**src/rtl/fir_accumulator_pkg.sv**
```systemverilog
// Shared types, widths and arithmetic helpers for the FIR output accumulator.
package fir_accumulator_pkg;

  localparam int ACC_W     = 57;  // 10.47 accumulator: 52-bit product plus 5 guard bits
  localparam int FRAC_DROP = 24;  // LSBs removed by rounding, 10.47 -> 10.23
  localparam int OUT_W     = 32;  // signed 9.23 output rail
  localparam int PP_W      = 52;  // signed 5.47 partial product rail
  localparam int RND_W     = ACC_W - FRAC_DROP + 1;  // rounded value incl. carry bit

  // One half output LSB, in the one-bit-wider rounding domain.
  localparam logic [ACC_W:0] RND_HALF =
    {{(ACC_W - FRAC_DROP + 1){1'b0}}, 1'b1, {(FRAC_DROP - 1){1'b0}}};

  typedef struct packed {
    logic signed [PP_W-1:0] i;
    logic signed [PP_W-1:0] q;
  } Partial_product;

  typedef struct packed {
    logic signed [OUT_W-1:0] i;
    logic signed [OUT_W-1:0] q;
  } Out_sample;

  typedef struct packed {
    Out_sample sample;
    logic      sat;
  } fifo_entry_t;

  typedef struct packed {
    logic signed [OUT_W-1:0] value;
    logic                    sat;
  } rail_result_t;

  typedef enum logic {
    IDLE  = 1'b0,
    ACCUM = 1'b1
  } acc_state_t;

  function automatic logic signed [ACC_W-1:0] sext_pp(input logic signed [PP_W-1:0] v);
    return {{(ACC_W - PP_W){v[PP_W-1]}}, v};
  endfunction

  // Round half toward +inf, then clamp to the signed OUT_W range.
  // The bias add is done one bit wider so a near-full-scale sum cannot wrap.
  function automatic rail_result_t round_sat(input logic signed [ACC_W-1:0] sum);
    logic [ACC_W:0]       biased;
    logic [RND_W-1:0]     rounded;
    logic [RND_W-OUT_W:0] upper;
    rail_result_t         r;
    biased  = {sum[ACC_W-1], sum} + RND_HALF;
    rounded = RND_W'(biased >> FRAC_DROP);
    upper   = rounded[RND_W-1:OUT_W-1];
    r.sat   = !((&upper) || !(|upper));
    if (!r.sat)
      r.value = rounded[OUT_W-1:0];
    else if (upper[RND_W-OUT_W])
      r.value = {1'b1, {(OUT_W - 1){1'b0}}};
    else
      r.value = {1'b0, {(OUT_W - 1){1'b1}}};
    return r;
  endfunction

endpackage

```
**src/rtl/fir_accumulator_out_skid_fifo.sv**
```systemverilog
// Two-entry output buffer: push/full on the write side, valid/ready on the read side.
// The head entry is a register, so the read data comes straight from flops.
module out_skid_fifo
  import fir_accumulator_pkg::*;
(
  input  logic        clk,
  input  logic        reset,
  input  logic        push,
  input  fifo_entry_t push_data,
  output logic        full,
  output logic        pop_valid,
  input  logic        pop_ready,
  output fifo_entry_t pop_data
);

  logic [1:0]  count;
  fifo_entry_t head;
  fifo_entry_t tail;
  logic        pop;
  logic        push_ok;

  assign pop     = pop_ready && (count != 2'd0);
  assign push_ok = push && ((count != 2'd2) || pop);

  // Occupancy and entry shifting; head only changes on a pop or a push into an empty buffer.
  always_ff @(posedge clk or posedge reset) begin
    if (reset) begin
      count <= 2'd0;
      head  <= '0;
      tail  <= '0;
    end else begin
      case ({push_ok, pop})
        2'b10: begin
          if (count == 2'd0) head <= push_data;
          else               tail <= push_data;
          count <= count + 2'd1;
        end
        2'b01: begin
          head  <= tail;
          count <= count - 2'd1;
        end
        2'b11: begin
          if (count == 2'd1) begin
            head <= push_data;
          end else begin
            head <= tail;
            tail <= push_data;
          end
        end
        default: ;
      endcase
    end
  end

  assign full      = (count == 2'd2);
  assign pop_valid = (count != 2'd0);
  assign pop_data  = head;

endmodule

```
**src/rtl/fir_accumulator.sv**
```systemverilog
// Sums framed complex partial products into one rounded, saturated output sample per frame.
//
// state | meaning
// IDLE  | waiting for the first term of a sample
// ACCUM | partial sum held in acc, waiting for more terms or the last one
module fir_accumulator
  import fir_accumulator_pkg::*;
(
  input  logic           clk,
  input  logic           reset,
  input  logic           pp_valid,
  input  logic           pp_first,
  input  logic           pp_last,
  input  Partial_product partialProduct,
  output logic           out_valid,
  input  logic           out_ready,
  output Out_sample      out_sample,
  output logic           sat_flag,
  output logic           overrun,
  output logic           term_err
);

  acc_state_t state;
  acc_state_t state_nxt;

  logic signed [ACC_W-1:0] pp_i, pp_q;
  logic signed [ACC_W-1:0] acc_i, acc_q;
  logic signed [ACC_W-1:0] sum_i, sum_q;
  logic                    acc_load, acc_add;
  logic                    fin, fin_single, err_set;

  logic                    fin_valid;
  logic signed [ACC_W-1:0] fin_i, fin_q;
  rail_result_t            rs_i_c, rs_q_c;
  logic                    rs_valid;
  fifo_entry_t             rs_entry;

  logic                    fifo_full;
  fifo_entry_t             fifo_head;

  assign pp_i  = sext_pp(partialProduct.i);
  assign pp_q  = sext_pp(partialProduct.q);
  assign sum_i = acc_i + pp_i;
  assign sum_q = acc_q + pp_q;

  // State register.
  always_ff @(posedge clk or posedge reset) begin
    if (reset) state <= IDLE;
    else       state <= state_nxt;
  end

  // Framing decisions. A pp_first while accumulating is a restart: the partial sum is
  // discarded, and if that term is also the last one it finishes as a single-term sample.
  always_comb begin
    state_nxt  = state;
    acc_load   = 1'b0;
    acc_add    = 1'b0;
    fin        = 1'b0;
    fin_single = 1'b0;
    err_set    = 1'b0;
    if (pp_valid) begin
      case (state)
        IDLE: begin
          if (pp_first) begin
            if (pp_last) begin
              fin        = 1'b1;
              fin_single = 1'b1;
            end else begin
              acc_load  = 1'b1;
              state_nxt = ACCUM;
            end
          end else begin
            err_set = 1'b1;
          end
        end
        ACCUM: begin
          if (pp_first) begin
            err_set = 1'b1;
            if (pp_last) begin
              fin        = 1'b1;
              fin_single = 1'b1;
              state_nxt  = IDLE;
            end else begin
              acc_load = 1'b1;
            end
          end else if (pp_last) begin
            fin       = 1'b1;
            state_nxt = IDLE;
          end else begin
            acc_add = 1'b1;
          end
        end
        default: state_nxt = IDLE;
      endcase
    end
  end

  // Running partial sum; wraps at ACC_W.
  always_ff @(posedge clk or posedge reset) begin
    if (reset) begin
      acc_i <= '0;
      acc_q <= '0;
    end else if (acc_load) begin
      acc_i <= pp_i;
      acc_q <= pp_q;
    end else if (acc_add) begin
      acc_i <= sum_i;
      acc_q <= sum_q;
    end
  end

  // Completed frame sum, held for one cycle ahead of rounding.
  always_ff @(posedge clk or posedge reset) begin
    if (reset) begin
      fin_valid <= 1'b0;
      fin_i     <= '0;
      fin_q     <= '0;
    end else begin
      fin_valid <= fin;
      if (fin) begin
        fin_i <= fin_single ? pp_i : sum_i;
        fin_q <= fin_single ? pp_q : sum_q;
      end
    end
  end

  assign rs_i_c = round_sat(fin_i);
  assign rs_q_c = round_sat(fin_q);

  // Rounded and saturated result, pushed into the output buffer the following cycle.
  always_ff @(posedge clk or posedge reset) begin
    if (reset) begin
      rs_valid <= 1'b0;
      rs_entry <= '0;
    end else begin
      rs_valid <= fin_valid;
      if (fin_valid) begin
        rs_entry.sample.i <= rs_i_c.value;
        rs_entry.sample.q <= rs_q_c.value;
        rs_entry.sat      <= rs_i_c.sat | rs_q_c.sat;
      end
    end
  end

  out_skid_fifo u_out_fifo (
    .clk       (clk),
    .reset     (reset),
    .push      (rs_valid),
    .push_data (rs_entry),
    .full      (fifo_full),
    .pop_valid (out_valid),
    .pop_ready (out_ready),
    .pop_data  (fifo_head)
  );

  assign out_sample = fifo_head.sample;
  assign sat_flag   = fifo_head.sat;

  // Sticky error flags; a full buffer only loses the result if nothing is popped that cycle.
  always_ff @(posedge clk or posedge reset) begin
    if (reset) begin
      overrun  <= 1'b0;
      term_err <= 1'b0;
    end else begin
      if (rs_valid && fifo_full && !(out_valid && out_ready)) overrun <= 1'b1;
      if (err_set) term_err <= 1'b1;
    end
  end

endmodule

```
**config.mk**
```make
export PLATFORM = sky130hd
export DESIGN_NAME = fir_accumulator
export DESIGN_NICKNAME = d
export VERILOG_FILES = /design/src/rtl/fir_accumulator_pkg.sv /design/src/rtl/fir_accumulator_out_skid_fifo.sv /design/src/rtl/fir_accumulator.sv
export SDC_FILE = /design/constraint.sdc
export NUM_CORES = 1
export LEC_CHECK = 0
export CAP_MARGIN = 20
export CORE_MARGIN = 1.5
export CORE_UTILIZATION = 39
export DETAILED_ROUTE_END_ITERATION = 10
export PLACE_DENSITY = 0.6
export SLEW_MARGIN = 10
export SYNTH_ARGS = -nofsm -noshare
export SYNTH_HDL_FRONTEND = slang
export SYNTH_SLANG_ARGS = --single-unit
```
**constraint.sdc**
```tcl
create_clock -name clk -period 28.8 [get_ports clk]
set_input_delay 5.76 -clock clk [delete_from_list [all_inputs] [get_ports clk]]
set_output_delay 5.76 -clock clk [all_outputs]
set_load 0.005 [all_outputs]
```
Word level (Yosys, flattened, before mapping)
Cells that the tools add are included.
{"block": "totals", "register_bits": 430, "out_inout_bits": 68, "wordCells": 93, "inputBits": 110}
{"block": "classes", "n_reduce_logical": 24, "n_eq_ne": 9, "n_bitwise": 2, "add_sub_neg": 6, "muxes": 33}
{"cell": "two-way mux 57 bit", "count": 6}
{"cell": "two-way mux 65 bit", "count": 4}
{"cell": "case mux 65 bit (3 select lines)", "count": 1}
{"cell": "case mux 65 bit (2 select lines)", "count": 1}
{"cell": "two-way mux 32 bit", "count": 4}
{"cell": "adder 57 x 25 -> 58 bit (second input constant)", "count": 2}
{"cell": "adder 57 x 52 -> 57 bit", "count": 2}
{"cell": "two-way mux 1 bit", "count": 13}
{"cell": "AND reduction 3 bit", "count": 3}
{"cell": "nonzero test 2 bit", "count": 4}
{"cell": "== test 2 bit (second input constant)", "count": 3}
{"cell": "inequality test 2 bit (second input constant)", "count": 3}
{"cell": "case mux 1 bit (2 select lines)", "count": 3}
{"cell": "OR reduction 3 bit", "count": 2}
{"cell": "logical NOT 1 bit", "count": 5}
{"cell": "== test 2 x 1 -> 1 bit (second input constant)", "count": 2}
{"cell": "logical AND 1 bit", "count": 4}
{"cell": "case mux 2 bit (2 select lines)", "count": 1}
{"cell": "logical OR 1 bit", "count": 3}
{"cell": "nonzero test 3 bit", "count": 1}
{"cell": "adder 2 x 1 -> 2 bit (second input constant)", "count": 1}
{"cell": "logical NOT 2 bit", "count": 1}
{"cell": "inequality test 2 x 1 -> 1 bit (second input constant)", "count": 1}
{"cell": "AND reduction 2 bit", "count": 1}
{"cell": "other kinds (3)", "count": 3}

Logic depth before layout (Yosys ltp)
Gate-level depths: netlist (run 1).
{"block": "depth", "depth_word": 7, "depth_mapped": 13}

Modules after synthesis
A second synthesis (run 1) with hierarchy kept.
{"block": "unflattened", "cells_unflattened": 2846, "area_unflattened_um2": 24379.6}
{"module": "fir_accumulator", "instances": 1, "area_each_um2": 18501.5, "cells_each": 2310}
{"module": "out_skid_fifo", "instances": 1, "area_each_um2": 5878.1, "cells_each": 536}

Worst setup path before layout (run 1)
No wires, ideal clock.
{"block": "synth_timing", "kind": "input to register", "from": "input partialProduct[52] (netlist bit)", "to": "register acc_i[56]", "setup_time_ns": 0.087, "required_time_ns": 28.713, "stages": 13, "path_slack_ns": 20.158, "arrival_time_ns": 8.555, "cell_sequence": "ha_1 -> fa_1 -> a211oi_1 -> o21ai_1 -> o311ai_1 -> o211ai_1 -> nand4_1 -> nand3b_1 -> a41o_1 -> a31oi_1 -> o21bai_1 -> mux2_1 -> a211oi_2"}
{"block": "synth_via", "elab_chain_cells": 3}
{"item": "start: declaration", "line_no": "fir_accumulator.sv:14", "source": "input Partial_product partialProduct,"}
{"item": "adder 57 x 52 -> 57 bit", "line_no": "fir_accumulator.sv:43", "source": "assign sum_i = acc_i + pp_i;"}
{"item": "two-way mux 57 bit", "line_no": "fir_accumulator.sv:106", "source": "end else if (acc_add) begin"}
{"item": "two-way mux 57 bit", "line_no": "fir_accumulator.sv:103", "source": "end else if (acc_load) begin"}
{"item": "end signal: assignment", "line_no": "fir_accumulator.sv:104", "source": "acc_i <= pp_i;"}
{"item": "end signal: assignment", "line_no": "fir_accumulator.sv:107", "source": "acc_i <= sum_i;"}
{"item": "end: declaration", "line_no": "fir_accumulator.sv:27", "source": "logic signed [ACC_W-1:0] acc_i, acc_q;"}
Every way passes these cells. The select of a mux whose other input is x is not followed.
A chain may end at the register's enable or synchronous reset.

Worst setup path in the final report (run 1)
{"block": "layout_timing", "from": "input partialProduct[2] (netlist bit)", "to": "register fin_q[41]"}
{"block": "layout_via", "elab_chain_cells": 2}
{"item": "adder 57 x 52 -> 57 bit", "line_no": "fir_accumulator.sv:44", "source": "assign sum_q = acc_q + pp_q;"}
{"item": "two-way mux 57 bit", "line_no": "fir_accumulator.sv:122", "source": "fin_q <= fin_single ? pp_q : sum_q;"}
{"item": "end signal: assignment", "line_no": "fir_accumulator.sv:122"}
{"item": "end: declaration", "line_no": "fir_accumulator.sv:33", "source": "logic signed [ACC_W-1:0] fin_i, fin_q;"}
Every way passes these cells.

==> results of run 1 <==
## critical path, cell delays in order
cell and delay (ns):
clkdlybuf4s50_1 0.45, ha_1 0.38, o21ai_0 0.09, nor2_1 0.17
o21ai_1 0.18, o31ai_1 0.54, a41oi_1 0.39, o31ai_1 0.71
nand2_1 0.13, o21ai_1 0.28, a21oi_1 0.12, xnor2_1 0.16
a221oi_1 0.24
## power groups by stage
stage	combinational [mW]	sequential [mW]	clock, mW
floorplan	1.18	0.945	0
global placement	1.54	0.989	0
detailed placement	1.56	1.00	0
CTS	1.57	0.993	0.626
global route	1.77	1.03	0.647
finish	1.58	0.994	0.608
## registers in the layout (all words and copies together), names as in the netlist, 2 cells and up
register and count:
acc_i 57, acc_q 57, fin_i 34, fin_q 34
rs_entry 65, u_out_fifo.count 2, u_out_fifo.pop_data 65, u_out_fifo.tail 65
## kinds of logic (layout without fill, tap and decap cells)
| kind of cell | count (synthesis) | after routing | share of synthesized area (%) |
|---|---|---|---|
| compound gates | 883 | 883 | 23.6 |
| simple gates | 703 | 703 | 13.1 |
| flops | 384 | 384 | 41.1 |
| buf+inv | 195 | 311 | 3.22 |
| xor+xnor | 170 | 170 | 6.37 |
| mux | 135 | 135 | 6.15 |
| fa+ha+maj | 119 | 119 | 6.43 |
| other cells | 0 | 1 | 0 |
## layout by cell type (no fill, tap or decap), drive strengths merged, types with 20 or more instances in the layout
master	synthesis	routed
and3	32	32
inv	33	35
xor2	70	70
ha	117	117
o22ai	117	117
o22a	31	31
nand2	258	258
a221oi	29	29
mux2i	68	68
nor3	20	20
a21oi	275	275
nand4	39	39
clkdlybuf4s50	0	177
nand3	37	37
dfrtp	384	384
mux2	67	67
a21o	79	79
xnor2	100	100
nor2	258	258
buf	27	22
o21ai	216	216
clkbuf	135	61
## through the flow
stage / setup WS (ns) / cell area (um^2) / utilization, % / cells / hold slack [ns]
2_1_floorplan: 12.37 / 23400 / - / 2589 / 0.352
3_3_place_gp: 19.13 / 25700 / 43.4 / 3395 / 0.448
3_5_place_dp: 19.16 / 25700 / 43.5 / 3396 / 0.452
4_1_cts: 19.76 / 27300 / 46.1 / 3475 / 0.465
5_1_grt: 19.40 / 27300 / 46.2 / 3478 / 0.508
6_report: 19.67 / 27300 / 46.2 / 3479 / 0.467
## cell type report
class | count | area, um^2
Antenna cell | 1 | 2.50
Clock buffer | 61 | 1300
Clock inverter | 18 | 273
Fill cell | 5651 | 31800
Inverter | 33 | 131
Multi-Input combinational cell | 2010 | 13100
Sequential cell | 384 | 9610
Tap cell | 773 | 967
Timing Repair Buffer | 199 | 1990
## per-layer routing
layer  up-vias  routed length (um)  global-route usage (%)
li1       9586                   -                       -
met1      9263               29800                    28.8
met2       417               27000                    30.8
met3        95                3500                    3.73
met4         8                1340                    5.10
met5         -                  56                       0
## final timing paths
kind,end,slack [ns],depth (start not counted),start
worst max-delay path,fin_q[41],19.67,13,partialProduct[2]
worst min-delay path,term_err,0.47,1,term_err
worst max register to register,fin_q[41],24.91,12,acc_q[2]
worst min register to register,term_err,0.47,1,term_err
max in group asynchronous,rs_entry[62],21.57,3,reset
min in group asynchronous,fin_q[27],5.74,2,reset
==> metrics, run 1 <==
Min-Delay Path Class=reg -> reg; antenna viol nets, final=0; Post-synth EDFFs=0; CP Max Fanout=4; Placer Congestion=around 0.88; vias in the first global route=between 15k and 20k; most common library cells after synthesis=dfrtp_1, a21oi_1, nand2_1, nor2_1, o21ai_0; syn_nets=between 2k and 3k; most area-consuming cells after synthesis=dfrtp_1, ha_1, a21oi_1; Worst IR Drop VDD=0.0000542 V; largest net degree at the start of global routing=about 120; Top Ports=178; post-synth cell types=83; GRT Resource Usage Total=around a fifth; RSZ-0062 raised after global routing=no; Die Wd=248 um; Total Power=3.18 mW; final hold violations=0; Nets=2901; share of cells above drive strength 1=around 7.5%; Area growth syn-to-layout=16.9%; Root Buffer=clkbuf_16; Core Area=slightly below 60000 um^2; WP data required=29.28 ns; FF+latch count, synth=384; most common cell in the netlist=dfrtp_1; CTS Buffer Depth=3; outcome=finished, violations left; CTS Sinks=384; Overflow after GRT=0; Psw=approximately 1.3 mW; Async SR Flop Fraction=100%; Synth Instances=between 2k and 3k; Skew-Pair Late Insertion Delay=approximately 0.58 ns; sw frac=about 41%; fin crit period=just over 9 ns; HPWL Detailed=43.6 mm; hold-fix buffer count after cts=0; Crit Path Class=in -> reg; drt total wl=just over 60 mm; Initial Utilization=around two fifths; Tcrit/Tclk final=31.7%; cell accounting for the most synthesized area=dfrtp_1; clk slew on worst S/H paths=approximately 0.06 ns; Via Count=between 15k and 20k; # setup viols final=0; # port buffers=~180; failing checks=DRC; leakage=11.7 nW; clock skew=around 0.014 ns; sequential-to-total area share from yosys stat=between 40% and 50%; max-slew violation count=0; drt pass-1 iters=8; clock share of power=a little under a fifth; P per Cell Area=116 nW/um^2; Max-Cap Viols=0; # DRC=12; initial antenna violation count=5; sequential power share=between 30 and 40%; PostCTS Resize Cnt=0; CTS tree=done; Fin Setup TNS=0 ns; Mapped Area=approximately 23000 um^2; DIE AREA=approximately 60000 um^2; Gate power share=between 40% and 50%; Top FF cell, synth=dfrtp_1; Peak Freq=around 110 MHz; CP arrival=approximately 9.6 ns; post-DR wirelength/cell=about 18 um; Die H=~250 um; Ys Warns=0; H-Tree Depth=2; Post-CTS Setup Bufs=0; Int Pwr=around 1.9 mW; Num CTS Buffers=between 40 and 50; Vias per Instance=5.57; slew margin rel.=roughly 34%; share of the synthesized area in the top cell type=between 40% and 50%; Critical Path Sink Type=flip-flop; first-pass GRT wire length=slightly above 100 mm; CP startpoint kind=input port; Mean Syn Cell Area=about 9 um^2; DR iter-0 viols=around 1.2k; Worst Max-Slew Pin Slew=roughly 1 ns; Row Count=a little under 90
Note: power is estimated with default switching activity, not from simulation.
==> inputs of run 2 (changes only) <==
- clock period: 28.8 -> 8.5 ns (I/O delays scaled with it)
==> run 2 against run 1 <==
Compared with the run above:
- the flow still finishes with violations (DRC)
- worst setup slack got worse by 16 ns
- hold slack improved by 0.012 ns
- combinational power rose to 3.4 times the previous value
- non-clock buffer count fell by 3
- critical endpoint is now acc_i[56]
==> metrics, run 2 (synthesis results as in run 1) <==
Die H=248 um (unchanged); worst path bufs/invs=1 (unchanged); CP peak stage delay=0.46 ns (was 0.71 ns); Core Area=59100 um^2 (unchanged); # setup viols final=0 (unchanged); CP Max Fanout=4 (unchanged); Tcrit/Tclk final=58.8%; share of cells above drive strength 1=7.25% (was 7.50%); final hold violations=0 (unchanged); leakage=11.6 nW (was 11.7 nW); first-pass GRT wire length=101 mm (about the same); Nets=2899 (was 2901); filler instances=5603 (was 5651); Placer Congestion=0.874 (was 0.880); slew margin rel.=32.7% (was 33.6%); WP data required=9.00 ns (was 29.28 ns); max-slew violation count=0 (unchanged); Area growth syn-to-layout=16.2% (was 16.9%); # diodes=0 (was 1); Critical Path Sink Type=flip-flop (unchanged); most common cell after layout, fill and taps aside=dfrtp_1 (unchanged); H-Tree Depth=2 (unchanged); Overflow after GRT=0 (unchanged); failing checks=DRC (unchanged); critical path, cell by cell=clkdlybuf4s50_1, ha_1, fa_1, a211oi_1, o21ai_1, o311ai_1, o211ai_1, nand4_1, nand3b_1, a41o_1, a31oi_1, o21bai_1, mux2_1, a211oi_2 (was clkdlybuf4s50_1, ha_1, o21ai_0, nor2_1, o21ai_1, o31ai_1, a41oi_1, o31ai_1, nand2_1, o21ai_1, a21oi_1, xnor2_1, a221oi_1); DIE AREA=61400 um^2 (unchanged); clk slew on worst S/H paths=0.06 ns (about the same); Initial Utilization=39.6% (unchanged); # port buffers=177 (unchanged); Min-Delay Path Class=reg -> reg (unchanged); fin util=46.0% (was 46.2%); outcome=finished, violations left (unchanged); RSZ-0062 raised after global routing=no (unchanged); P per Cell Area=390 nW/um^2 (was 116 nW/um^2); drt total wl=61.5 mm (was 61.6 mm); Post-CTS Setup Bufs=0 (unchanged); Crit Path Class=in -> reg (unchanged); CP arrival=5.49 ns (was 9.61 ns); hold-fix buffer count after cts=0 (unchanged); Largest delay share family, worst path=compound AO/OA/AOI/OAI gates (unchanged); CTS Sinks=384 (unchanged); # DRC=9 (was 12); CTS Buffer Depth=3 (unchanged); Vias per Instance=5.59 (was 5.57); PostCTS Resize Cnt=0 (unchanged); GRT Resource Usage Total=20.0% (about the same); CTS tree=done (unchanged); most frequent cells in the layout=dfrtp_1, a21oi_1, nand2_1, nor2_1, o21ai_0 (unchanged); Worst IR Drop VDD=0.000144 V (was 0.0000542 V); DR iter-0 viols=1295 (was 1210); Top Ports=178 (unchanged); Die Wd=248 um (unchanged); HPWL Detailed=43.0 mm (was 43.6 mm); Row Count=89 (unchanged); clock skew=0.0123 ns (was 0.0143 ns); initial antenna violation count=3 (was 5); drt pass-1 iters=9 (was 8); Num CTS Buffers=45 (was 44); Fin Setup TNS=0 ns (unchanged); antenna viol nets, final=0 (unchanged); Max-Cap Viols=0 (unchanged); Skew-Pair Late Insertion Delay=0.58 ns (about the same); Slowest cell on crit path=clkdlybuf4s50_1 (was o31ai_1); largest net degree at the start of global routing=171 (was 123); Root Buffer=clkbuf_16 (unchanged); Peak Freq=approximately 200 MHz; fin crit period=roughly 5 ns; Via Count=19.4k (about the same); post-DR wirelength/cell=17.7 um (about the same); vias in the first global route=18.9k (was 18.8k); CP startpoint kind=input port (unchanged); Worst Max-Slew Pin Slew=1.01 ns (was 0.996 ns)
## run 2: final timing paths
kind | to | slack, ns | startpoint | cells after the start
worst min-delay path | overrun | 0.48 | overrun | 1
min in group asynchronous | fin_q[27] | 1.77 | reset | 3
worst max-delay path | acc_i[56] | 3.50 | partialProduct[52] | 14
worst max register to register | fin_q[41] | 4.73 | acc_q[3] | 12
worst min register to register | overrun | 0.48 | overrun | 1
max in group asynchronous | rs_entry[45] | 5.29 | reset | 4
## run 2: layout make-up
cell class                      instances  area [um^2]  area share (%)
Tap cell                              773          967            3.56
Inverter                               33          128           0.470
Clock buffer                           66         1330            4.88
Multi-Input combinational cell       2010        13100            48.1
Clock inverter                         14          101           0.373
Timing Repair Buffer                  196         1970            7.24
Sequential cell                       384         9610            35.4
## run 2: stage by stage
stage | instances | setup WS (ns) | hold slack [ns] | area [um^2] | total power, mW
2_1_floorplan | 2589 | 1.64 | 0.352 | 23400 | 7.20
3_3_place_gp | 3393 | 2.90 | 0.448 | 25700 | 8.54
3_5_place_dp | 3393 | 2.86 | 0.475 | 25700 | 8.68
4_1_cts | 3473 | 3.47 | 0.488 | 27100 | 10.6
5_1_grt | 3476 | 3.17 | 0.494 | 27200 | 11.5
6_report | 3476 | 3.50 | 0.479 | 27200 | 10.6
## run 2: where the power goes
| part | total, mW | internal, mW | switching (mW) | leakage, nW |
|---|---|---|---|---|
| logic | 5.34 | 2.42 | 2.92 | 6.48 |
| registers | 3.37 | 2.70 | 0.666 | 4.40 |
| clock network | 1.88 | 1.08 | 0.792 | 0.707 |
## run 2: per-layer routing
| metal | vias to the layer above | wire [um] | track usage, % |
|---|---|---|---|
| met1 | 9274 | 29600 | 28.6 |
| met5 | - | 37 | 0 |
| met4 | 6 | 1520 | 5.72 |
| li1 | 9598 | - | - |
| met2 | 448 | 26800 | 30.8 |
| met3 | 94 | 3440 | 3.57 |
## run 2: worst register-to-register path, stage by stage, from the launching register on
cell,delay (ns)
dfrtp_1,0.39
ha_1,0.33
o21ai_0,0.09
nor2_1,0.17
o21ai_1,0.19
o31ai_1,0.53
a41oi_1,0.38
o31ai_1,0.65
nand2_1,0.13
o21ai_1,0.26
a21oi_1,0.12
xnor2_1,0.16
a221oi_1,0.25
